[src/rtl/encoder_8to3_if.sv]
// Request/result bundle for the 8-to-3 priority encoder.
// The requester drives en/a; the encoder returns registered y/valid/multi.
interface encoder_8to3_if #(
    parameter int IN_W  = 8,
    parameter int OUT_W = 3
);
    logic             en;
    logic [IN_W-1:0]  a;
    logic [OUT_W-1:0] y;
    logic             valid;
    logic             multi;

    modport master (
        output en,
        output a,
        input  y,
        input  valid,
        input  multi
    );

    modport slave (
        input  en,
        input  a,
        output y,
        output valid,
        output multi
    );
endinterface

[src/rtl/encoder_8to3.sv]
// Registered 8-to-3 priority encoder: highest set bit wins,
// with valid (any bit set) and multi (two or more bits set) flags.
module encoder_8to3 #(
    parameter int IN_W  = 8,
    parameter int OUT_W = 3
) (
    input  logic           clk,
    input  logic           rst,
    encoder_8to3_if.slave  bus
);

    logic [OUT_W-1:0] hi_idx;
    logic             any_set;
    logic             multi_hot;

    logic [OUT_W-1:0] y_d;
    logic [OUT_W-1:0] y_q;
    logic             valid_d;
    logic             valid_q;
    logic             multi_d;
    logic             multi_q;

    // Ascending scan so the highest set bit is the last to assign.
    always_comb begin
        hi_idx = '0;
        for (int i = 0; i < IN_W; i++) begin
            if (bus.a[i]) begin
                hi_idx = OUT_W'(i);
            end
        end
    end

    // Clearing the lowest set bit leaves something only if two or more were set.
    always_comb begin
        any_set   = |bus.a;
        multi_hot = |(bus.a & (bus.a - IN_W'(1)));
    end

    always_comb begin
        y_d     = '0;
        valid_d = 1'b0;
        multi_d = 1'b0;
        if (bus.en) begin
            y_d     = hi_idx;
            valid_d = any_set;
            multi_d = multi_hot;
        end
    end

    always_ff @(posedge clk or posedge rst) begin
        if (rst) begin
            y_q     <= '0;
            valid_q <= 1'b0;
            multi_q <= 1'b0;
        end else begin
            y_q     <= y_d;
            valid_q <= valid_d;
            multi_q <= multi_d;
        end
    end

    assign bus.y     = y_q;
    assign bus.valid = valid_q;
    assign bus.multi = multi_q;

endmodule

[src/flat_wrapper.sv]
// flat-port wrapper written by rule: the top's interface ports become plain ports
module encoder_8to3_flat 
#(
    parameter int IN_W  = 8,
    parameter int OUT_W = 3
)
  (clk, rst, bus_en, bus_a, bus_y, bus_valid, bus_multi);
  encoder_8to3_if #(.IN_W(IN_W), .OUT_W(OUT_W)) bus_i ();
  input  logic clk;
  input  logic rst;
  input wire logic [$bits(bus_i.en)-1:0] bus_en;
  input wire logic [$bits(bus_i.a)-1:0] bus_a;
  output wire logic [$bits(bus_i.y)-1:0] bus_y;
  output wire logic [$bits(bus_i.valid)-1:0] bus_valid;
  output wire logic [$bits(bus_i.multi)-1:0] bus_multi;
  assign bus_i.en = bus_en;
  assign bus_i.a = bus_a;
  assign bus_y = bus_i.y;
  assign bus_valid = bus_i.valid;
  assign bus_multi = bus_i.multi;
  encoder_8to3 #(.IN_W(IN_W), .OUT_W(OUT_W)) u_core (.clk(clk), .rst(rst), .bus(bus_i));
endmodule
[config.mk]
export PLATFORM = sky130hd
export DESIGN_NAME = encoder_8to3_flat
export DESIGN_NICKNAME = d
export VERILOG_FILES = /design/src/rtl/encoder_8to3_if.sv /design/src/rtl/encoder_8to3.sv /design/src/flat_wrapper.sv
export SDC_FILE = /design/constraint.sdc
export NUM_CORES = 1
export LEC_CHECK = 0
export ABC_CLOCK_PERIOD_IN_PS = 800
export CAP_MARGIN = 20
export CORE_AREA = 8 8 45 47
export CTS_CLUSTER_SIZE = 28
export DETAILED_ROUTE_END_ITERATION = 12
export DIE_AREA = 0 0 53 55
export DONT_BUFFER_PORTS = 1
export GPL_TIMING_DRIVEN = 0
export PLACE_DENSITY = 0.41
export SKIP_LAST_GASP = 1
export SYNTH_ARGS = -nofsm -noshare
export SYNTH_HDL_FRONTEND = slang
export SYNTH_SLANG_ARGS = --single-unit
[constraint.sdc]
create_clock -name clk -period 0.8 [get_ports clk]
set_input_delay 0.16 -clock clk [delete_from_list [all_inputs] [get_ports clk]]
set_output_delay 0.16 -clock clk [all_outputs]
set_load 0.005 [all_outputs]
## Word level (Yosys, flattened, before mapping)

Index checks and enable logic that the tools add are counted.

| word-level totals | value |
|---|---|
| register bits | 5 |
| latch bits | 0 |
| bits in writable memories | 0 |
| ROM bits | 0 |
| bits of input ports | 11 |
| output and inout port bits | 5 |
| memories | 0 |

| cells by class | value |
|---|---|
| $add $sub $neg | 1 |
| multiply operators | 0 |
| divide/modulo/power cells | 0 |
| $lt $le $gt $ge | 0 |
| equal/unequal tests | 0 |
| shift operators | 0 |
| multiplexer cells | 10 |
| bitwise operators | 1 |
| reductions and logical operators | 2 |

Operator list:

| operator | count |
|---|---|
| OR reduction 8 bit | 2 |
| two-way mux 3 bit | 5 |
| AND 8 bit | 1 |
| subtractor 8 x 1 -> 8 bit (second input constant) | 1 |
| two-way mux 2 bit | 2 |
| two-way mux 1 bit | 3 |

## Longest topological paths before layout

Gate-level depths: netlist of the first run.

| depth | value |
|---|---|
| depth in word-level cells | 8 |
| gate-level depth with buffers | 4 |
| gate-level depth less buffers | 4 |

## Worst setup path before layout of the first run

OpenSTA, ideal clock, no wires.

| timing | value |
|---|---|
| path type | input to register |
| from | in bus_a[7] |
| to | reg u_core.multi_q (netlist: u_core.bus.multi) |
| library setup time | 120 ps |
| data arrival time | 746 ps |
| data required time | 680 ps |
| setup slack | -65 ps |
| stages | 4 |
| cells stage by stage | maj3_2 > nor2_1 > o21ai_1 > and3_1 |

| on the way | value |
|---|---|
| word-level cells in the longest chain between the ends | 4 |

RTL lines:

| item | line | text |
|---|---|---|
| start, declared | flat_wrapper.sv:12 | `input wire logic [$bits(bus_i.a)-1:0] bus_a;` |
| subtractor 8 x 1 -> 8 bit | encoder_8to3.sv:36 | `multi_hot = \|(bus.a & (bus.a - IN_W'(1)));` |
| AND 8 bit * | encoder_8to3.sv:36 |  |
| OR reduction 8 bit * | encoder_8to3.sv:36 |  |
| two-way mux 1 bit * | encoder_8to3.sv:43 | `if (bus.en) begin` |
| via u_core.multi_d | encoder_8to3.sv:20 | `logic multi_d;` |
| end signal, assigned | encoder_8to3.sv:58 | `multi_q <= multi_d;` |
| end, declared | encoder_8to3.sv:21 | `logic multi_q;` |

The timed path passes the listed nets; every way through them passes the cells marked *.

## Final worst setup path of the first run

| timing | value |
|---|---|
| from | reg u_core.y_q[2] (netlist: u_core.bus.y[2]) |
| to | out bus_y[2] |

RTL lines:

| item | line | text |
|---|---|---|
| start, declared | encoder_8to3.sv:17 | `logic [OUT_W-1:0] y_q;` |
| start signal, assigned | encoder_8to3.sv:56 | `y_q <= y_d;` |
| end, declared | flat_wrapper.sv:13 | `output wire logic [$bits(bus_i.y)-1:0] bus_y;` |

No word-level cell between the ends.

==> out/results.ini, run 1 <==
[cells_and_area]
fillerInstances=141
areaGrowthSynthToFinish_pct=20.4
fin_nets=45
stdcell_area_um2=333
final_common_cell=dfrtp_1
drive_gt1_share_pct=15.2
antenna_cells=0
final_cell_mix=dfrtp_1 (5), nor2_1 (3), clkbuf_4 (3)

[clocking]
cts_tree=built
clock_path_buffers=2
ctsHtreeMaxLevel=1
cts.clk_slew.worst_paths_ps=40
cts_setup_buffers=0
cts_sinks=5
root_buffer=clkbuf_4
cts_buffers=3

[route]
wl_um=673
dr.pass1.iters=4
via_count=223
first_iter_violations=4
ant_nets=0
wl_per_cell_um=13.7
via_per_inst=4.55
drcViolationCount=0

[min_path]
hold_class=in -> reg

[sta]
slew_viol_final=0
fin_crit_ps=769
tightestPinTransition_ps=216
rsz0062_at_grt=yes
fmax_ghz=1.30
relSlewSlack_pct=85.5
fin_crit_sh_pct=96.1
whs_ps=57.7
setup_viol=0
setup_ws_ps=30.9
hold_viol=0
fin_tns_setup_ps=0

[worst_setup_path]
startpoint_type=flip-flop
critPathKind=reg -> out
cp_max_fo=1
crit_required_ps=640
end_kind=output port
arrival_ps=610
path_depth=0
endpoint=bus_y[2]
critPathLaunch=u_core.bus.y[2]

[synth]
syn_area_um2=277
syn_nets=39
ys_ff_latch=5
netlist_instances=28
seq_area_frac_synth_pct=45.2
ys_types=17
ys.warnings.count=0
postSynthAreaPerCell_um2=9.88

[global_routing]
use_met2_pct=7.81
grt_pass1_wl_um=1070
grt_pass1_vias=242
antenna_found_initial=0
grtUsageMet1_pct=4.89
grt_max_degree=6
gr-max-usage-layer=met2
globalRouteOverflowTotal=0
grt.total_usage_pct=5.48
grt_use_met3_pct=3.48

[placement]
gp_congestion=0.764
io_buffers=0
placed_area_um2=297
dp_hpwl_um=603
place_ws_ps=-85.8

[floorplan]
row_count=14
ios=16
initial_core_util_pct=20.0
die-area_um2=2920
die_w_um=53
die_h_um=55
core_um2=1380

[flow_run]
cap_violations=0

[power_and_ir_drop]
p_total_w=0.000604
vdd_drop_max_mv=0.251
p_per_area_nw_per_um2=1810
total_leakage_power_nw=0.127

[outcome]
status=finished clean

## how the worst min path moves through the flow
stage / cells after the start / from / endpoint / slack [ps]
floorplan: 1 / rst / u_core.bus.multi / -60
global placement: 1 / rst / u_core.bus.y[1] / -50
detailed placement: 1 / rst / u_core.bus.y[1] / -40
CTS: 1 / bus_en / u_core.bus.valid / 40
global route: 1 / bus_en / u_core.bus.valid / 50
finish: 1 / bus_en / u_core.bus.valid / 60
## power by group
part,internal (W),switching [W],leakage [nW]
Combinational,0.0000292,0.0000210,0.0518
Sequential,0.000270,0.00000827,0.0599
Clock,0.000188,0.0000878,0.0150
## through the flow
step,util [%],std cells
after floorplan,-,28
after global placement,21.4,44
after detailed placement,21.4,44
after CTS,24.1,49
after global routing,24.1,49
final,24.1,49
## cells by family after synthesis
family,Yosys count,synth area share [%]
AOI/OAI and AO/OA,11,26.2
and+or+nand+nor,9,21.7
DFF,5,45.2
adders and majority gates,1,4.07
buffers and inverters,2,2.72
## synth_stat cells
library cell	count	share of area [%]
dfrtp_1	5	45
nor2_1	3	4.1
a211oi_1	2	5.4
a21boi_0	2	5.4
inv_1	2	2.7
o21a_1	2	5.4
o21ai_0	2	3.6
a21oi_1	1	1.8
and3_1	1	2.3
maj3_2	1	4.1
nand2_1	1	1.4
nor2b_1	1	2.3
nor3_1	1	1.8
nor4_1	1	2.3
nor4_4	1	7.7
o21ai_1	1	1.8
o21bai_1	1	2.7
## layer usage
metal	vias to the layer above	share of wire [%]	wire, um
li1	111	-	-
met1	98	33	220
met2	12	48	320
met3	2	19	125
met4	0	0.89	6
met5	-	0	0
## what timing repair did
item | 4_1_cts | 5_1_grt
hold buffers | 1 | 0
endpoints found under the hold margin | 5 | 0
resized for setup | 0 | 0
setup endpoints to repair | 0 | 2
## sequential cells by signal, indices dropped and copies added (netlist names)
signal and count:
u_core.bus.valid 1, u_core.bus.y 3, u_core.bus.multi 1
## layout make-up
type                    instances  area, um^2  share of cell area [%]
multi-input cells              21         144                    43.2
flip-flops and latches          5         125                    37.6
clock buffers                   4        26.3                    7.89
well taps                      16        20.0                    6.02
repair buffers                  1        10.0                    3.01
inverters                       2        7.51                    2.26
Power figures use the tool's default switching activity.
==> run 2, diff against run 1 <==
--- a/config.mk
+++ b/config.mk
@@ -5,6 +5,7 @@
 export SDC_FILE = /design/constraint.sdc
 export NUM_CORES = 1
 export LEC_CHECK = 0
+export ABC_AREA = 1
 export ABC_CLOCK_PERIOD_IN_PS = 800
 export CAP_MARGIN = 20
 export CORE_AREA = 8 8 45 47
@@ -13,7 +14,7 @@
 export DIE_AREA = 0 0 53 55
 export DONT_BUFFER_PORTS = 1
 export GPL_TIMING_DRIVEN = 0
-export PLACE_DENSITY = 0.41
+export PLACE_DENSITY = 0.42
 export SKIP_LAST_GASP = 1
 export SYNTH_ARGS = -nofsm -noshare
 export SYNTH_HDL_FRONTEND = slang
==> run 2 against run 1 <==
Sequential share of layout area is 2.3 points lower. Die area stayed put. Core utilization is 1.5 points higher.
==> out/results.ini, run 2 <==
[sta]
setup_viol=0
rsz0062_at_grt=no
relSlewSlack_pct=87.3
slew_viol_final=0
hold_viol=0
fin_crit_sh_pct=96.4
fin_tns_setup_ps=0
tightestPinTransition_ps=191
fmax_ghz=1.30
fin_crit_ps=771

[synth]
ys_ff_latch=5
ys_top_cells_by_area=dfrtp_1 (42%), nand2_1 (19%), inv_1 (15%)
ys_top_cells_by_count=nand2_1 (15), inv_1 (12), nor2_1 (7)
syn_nets=57
synth_top_cell_area_share_pct=42.0
postSynthAreaPerCell_um2=6.47
netlist_instances=46
seq_area_frac_synth_pct=42.0
synth_flop_cell=dfrtp_1
syn_area_um2=298
synth.most_common_cell=nand2_1
ys.warnings.count=0
ys_types=9
synth-async-reset-ratio_pct=100
yosysTopAreaCell=dfrtp_1
synth_edf_count=0

[cells_and_area]
drive_gt1_share_pct=9.80
antenna_cells=0
final_cell_mix=nand2_1 (15), inv_1 (12), nor2_1 (7), dfrtp_1 (5)
fillerInstances=162
final_common_cell=nand2_1
areaGrowthSynthToFinish_pct=18.9
stdcell_area_um2=354
multi_input_comb_area_um2=128
fin_nets=63
largest_register_ffs=3
final_cells=67
register_area_um2=125

[route]
via_count=253
dr.pass1.iters=2
wl_um=664
first_iter_violations=4
wl_met2_um=274
wl_met1_um=249
top_layer=met4
via_per_inst=3.78
wl_per_cell_um=9.91
drcViolationCount=0
ant_nets=0
dr_wl_met3_um=132

[clocking]
cts_tree=built
cts_setup_buffers=0
cts.clk_slew.worst_paths_ps=40
root_buffer=clkbuf_4
clock_path_buffers=2
cts_buffers=3
ctsResizeCount=0
ctsHtreeMaxLevel=1
cts_sinks=5

[outcome]
status=finished clean

[worst_setup_path]
end_kind=output port
path_depth=0
critPathLaunch=u_core.bus.y[0]
critPathKind=reg -> out
crit_required_ps=640
arrival_ps=610
endpoint=bus_y[0]
startpoint_type=flip-flop
cp_max_fo=1

[global_routing]
globalRouteOverflowTotal=0
antenna_found_initial=0
grt.total_usage_pct=4.87
grt_pass1_vias=265
grt_pass1_wl_um=1000
grt_max_degree=6

[placement]
gp_congestion=0.616
placed_cells=62
io_buffers=0
dp_hpwl_um=558
placed_area_um2=318

[min_path]
hold_class=in -> reg
min_from=bus_en
whs_path_depth=1

[floorplan]
row_count=14
initial_core_util_pct=21.5
die-area_um2=2920
die_w_um=53
die_h_um=55
core_um2=1380
ios=16

[power_and_ir_drop]
p_per_area_nw_per_um2=1790
total_leakage_power_nw=0.203
vdd_drop_max_mv=0.311

[flow_run]
cap_violations=0

-- run 2: changes by cell type after synthesis, moves of 2 or more --
cell / previous run / this run
inv_1: 2 / 12
nand2_1: 1 / 15
a21oi_1: 1 / 3
nor2_1: 3 / 7
o21a_1: 2 / 0
a21boi_0: 2 / 0
o21ai_0: 2 / 0
a211oi_1: 2 / 0
-- run 2: kinds of logic after synthesis --
family                 synth area share (%)
AO/OA/AOI/OAI                          7.56
AND/OR/NAND/NOR                        35.3
buffers and inverters                  15.1
flip-flops                             42.0
-- run 2: stage by stage --
step	setup slack (ps)	hold WS (ps)	util (%)	total power, W
after global placement	-7.63	-45.7	23.0	0.000349
after CTS	10.5	31.7	25.6	0.000655
after floorplan	76.3	-61.5	-	0.000337
after global routing	1.43	38.7	25.6	0.000679
final	29.0	41.7	25.6	0.000634
after detailed placement	-27.2	-41.3	23.0	0.000349
-- run 2: routing by layer --
metal	GRT usage, %	vias to the layer above
met2	6.45	13
li1	-	140
met4	5.17	0
met5	0	-
met1	4.58	98
met3	3.74	2
-- run 2: layout make-up --
cell class	instances	area share (%)
flip-flops and latches	5	35.3
multi-input cells	29	36.0
well taps	16	5.65
inverters	12	12.7
repair buffers	1	2.83
clock buffers	4	7.42
-- run 2: report_power, final --
| group | switching (W) | internal [W] | total (W) |
|---|---|---|---|
| clock network | 0.0000984 | 0.000188 | 0.000287 |
| logic | 0.0000394 | 0.0000298 | 0.0000692 |
| registers | 0.00000794 | 0.000270 | 0.000278 |
-- run 2: what timing repair did --
item                                    CTS  global route
hold buffers                              1             0
endpoints found under the hold margin     5             0
endpoints found under the setup margin    0             0
-- run 2: worst min-delay path by stage --
| stage | end |
|---|---|
| 2_1_floorplan | u_core.bus.multi |
| 3_3_place_gp | u_core.bus.y[0] |
| 3_5_place_dp | u_core.bus.y[0] |
| 6_report | u_core.bus.valid |
| 5_1_grt | u_core.bus.valid |
| 4_1_cts | u_core.bus.valid |
==> run 3, diff against run 2 <==
==> constraint.sdc (replaced) <==
create_clock -name clk -period 0.8 [get_ports clk]
set_input_delay 0.16 -clock clk [delete_from_list [all_inputs] [get_ports clk]]
set_output_delay 0.16 -clock clk [all_outputs]
set_load 0.1 [all_outputs]
==> run 3 against run 2 <==
The run now ends with negative setup slack left. Worst hold slack better by 6.5 ps. Die area stayed put. Cell count stayed put. Sequential power is 46% higher. Clock-buffer cell count stayed put. First-iteration DRC count is 75% lower. Core utilization is 1.4 points higher. Clock power hardly changed.
==> out/results.ini, run 3 (synthesis gave the netlist of run 2 again) <==
[worst_setup_path]
critPathKind=reg -> out
cp_max_fo=1
crit_required_ps=640
end_kind=output port
arrival_ps=850
startpoint_type=flip-flop

[sta]
fin_crit_ps=1010
whs_ps=48.2
tightestPinTransition_ps=295
hold_viol=0
slew_viol_final=0
setup_ws_ps=-207
relSlewSlack_pct=80.4
setup_viol=5
fin_crit_sh_pct=126
fmax_ghz=0.993
rsz0062_at_grt=yes

[global_routing]
antenna_found_initial=0
grt.total_usage_pct=5.32
grt_max_degree=6
grt_pass1_wl_um=1040
grt_pass1_vias=260
globalRouteOverflowTotal=0

[route]
wl_um=620
ant_nets=0
first_iter_violations=1
drcViolationCount=0
via_per_inst=3.81
via_count=255
wl_per_cell_um=9.25
dr.pass1.iters=2

[floorplan]
core_um2=1380
die_h_um=55
die_w_um=53
row_count=14
initial_core_util_pct=21.5
die-area_um2=2920
ios=16

[clocking]
cts_sinks=5
root_buffer=clkbuf_4
cts.clk_slew.worst_paths_ps=40
cts_buffers=3
ctsHtreeMaxLevel=1
cts_setup_buffers=0
clock_path_buffers=2
ctsResizeCount=0
cts_tree=built

[cells_and_area]
stdcell_area_um2=373
final_cell_mix=nand2_1 (15), inv_1 (12), nor2_1 (7), dfrtp_4 (5)
multi_input_comb_area_um2=128
fin_util_pct=26.9
areaGrowthSynthToFinish_pct=25.2
register_area_um2=144
fin_nets=63
fillerInstances=160
final_common_cell=nand2_1
largest_register_ffs=3
drive_gt1_share_pct=19.6
antenna_cells=0

[power_and_ir_drop]
vdd_drop_max_mv=0.300
total_leakage_power_nw=0.199
p_per_area_nw_per_um2=2040

[placement]
gp_congestion=0.598
io_buffers=0
dp_hpwl_um=541
place_ws_ps=-7.78
placed_area_um2=337

[min_path]
whs_path_depth=1
min_from=bus_en
min_to=u_core.bus.valid
hold_class=in -> reg

[flow_run]
cap_violations=0

[outcome]
status=complete, but fails checks
violations=negative setup slack

[run 3: cell counts in the layout (fill, tap and decap cells not counted)]
Identical to the previous run, type by type.
[run 3: layout make-up]
| type | instances | share of cell area, % |
|---|---|---|
| flip-flops and latches | 5 | 38.6 |
| multi-input cells | 29 | 34.2 |
| inverters | 12 | 12.1 |
| clock buffers | 4 | 7.05 |
| well taps | 16 | 5.37 |
| repair buffers | 1 | 2.68 |
[run 3: how the worst max path moves through the flow]
stage	start	end	slack, ps	cells past startpoint
5_1_grt	u_core.bus.multi	bus_multi	-240	0
4_1_cts	u_core.bus.y[1]	bus_y[1]	-220	0
3_3_place_gp	bus_a[2]	u_core.bus.multi	-2	6
3_5_place_dp	bus_a[2]	u_core.bus.multi	-8	6
6_report	u_core.bus.y[1]	bus_y[1]	-210	0
2_1_floorplan	u_core.bus.multi	bus_multi	50	0
[run 3: layer usage]
metal  routed length, um  track usage, %  vias to the layer above
met4                   8            7.76                        0
met1                 224            4.90                       99
met2                 266            7.03                       13
li1                    -               -                      141
met5                   0               0                        -
met3                 121            2.94                        2
[run 3: through the flow]
stage / TNS [ps] / total power, W / cells
final: -1030 / 0.000761 / 67
after CTS: -1100 / 0.000783 / 67
after global routing: -1190 / 0.000826 / 67
after global placement: -1.61 / 0.000480 / 62
after floorplan: 0 / 0.000467 / 46
after detailed placement: -7.78 / 0.000480 / 62
[run 3: timing repair]
item / 4_1_cts / 5_1_grt
endpoints found under the setup margin: 5 / 5
hold endpoints to repair: 5 / 0
hold buffers: 1 / 0
[run 3: power by group]
part           switching [W]  total [W]  internal (W)  leakage [nW]
Combinational      0.0000388  0.0000686     0.0000298         0.130
Clock              0.0000970   0.000285      0.000188        0.0150
Sequential          0.000127   0.000407      0.000280        0.0539
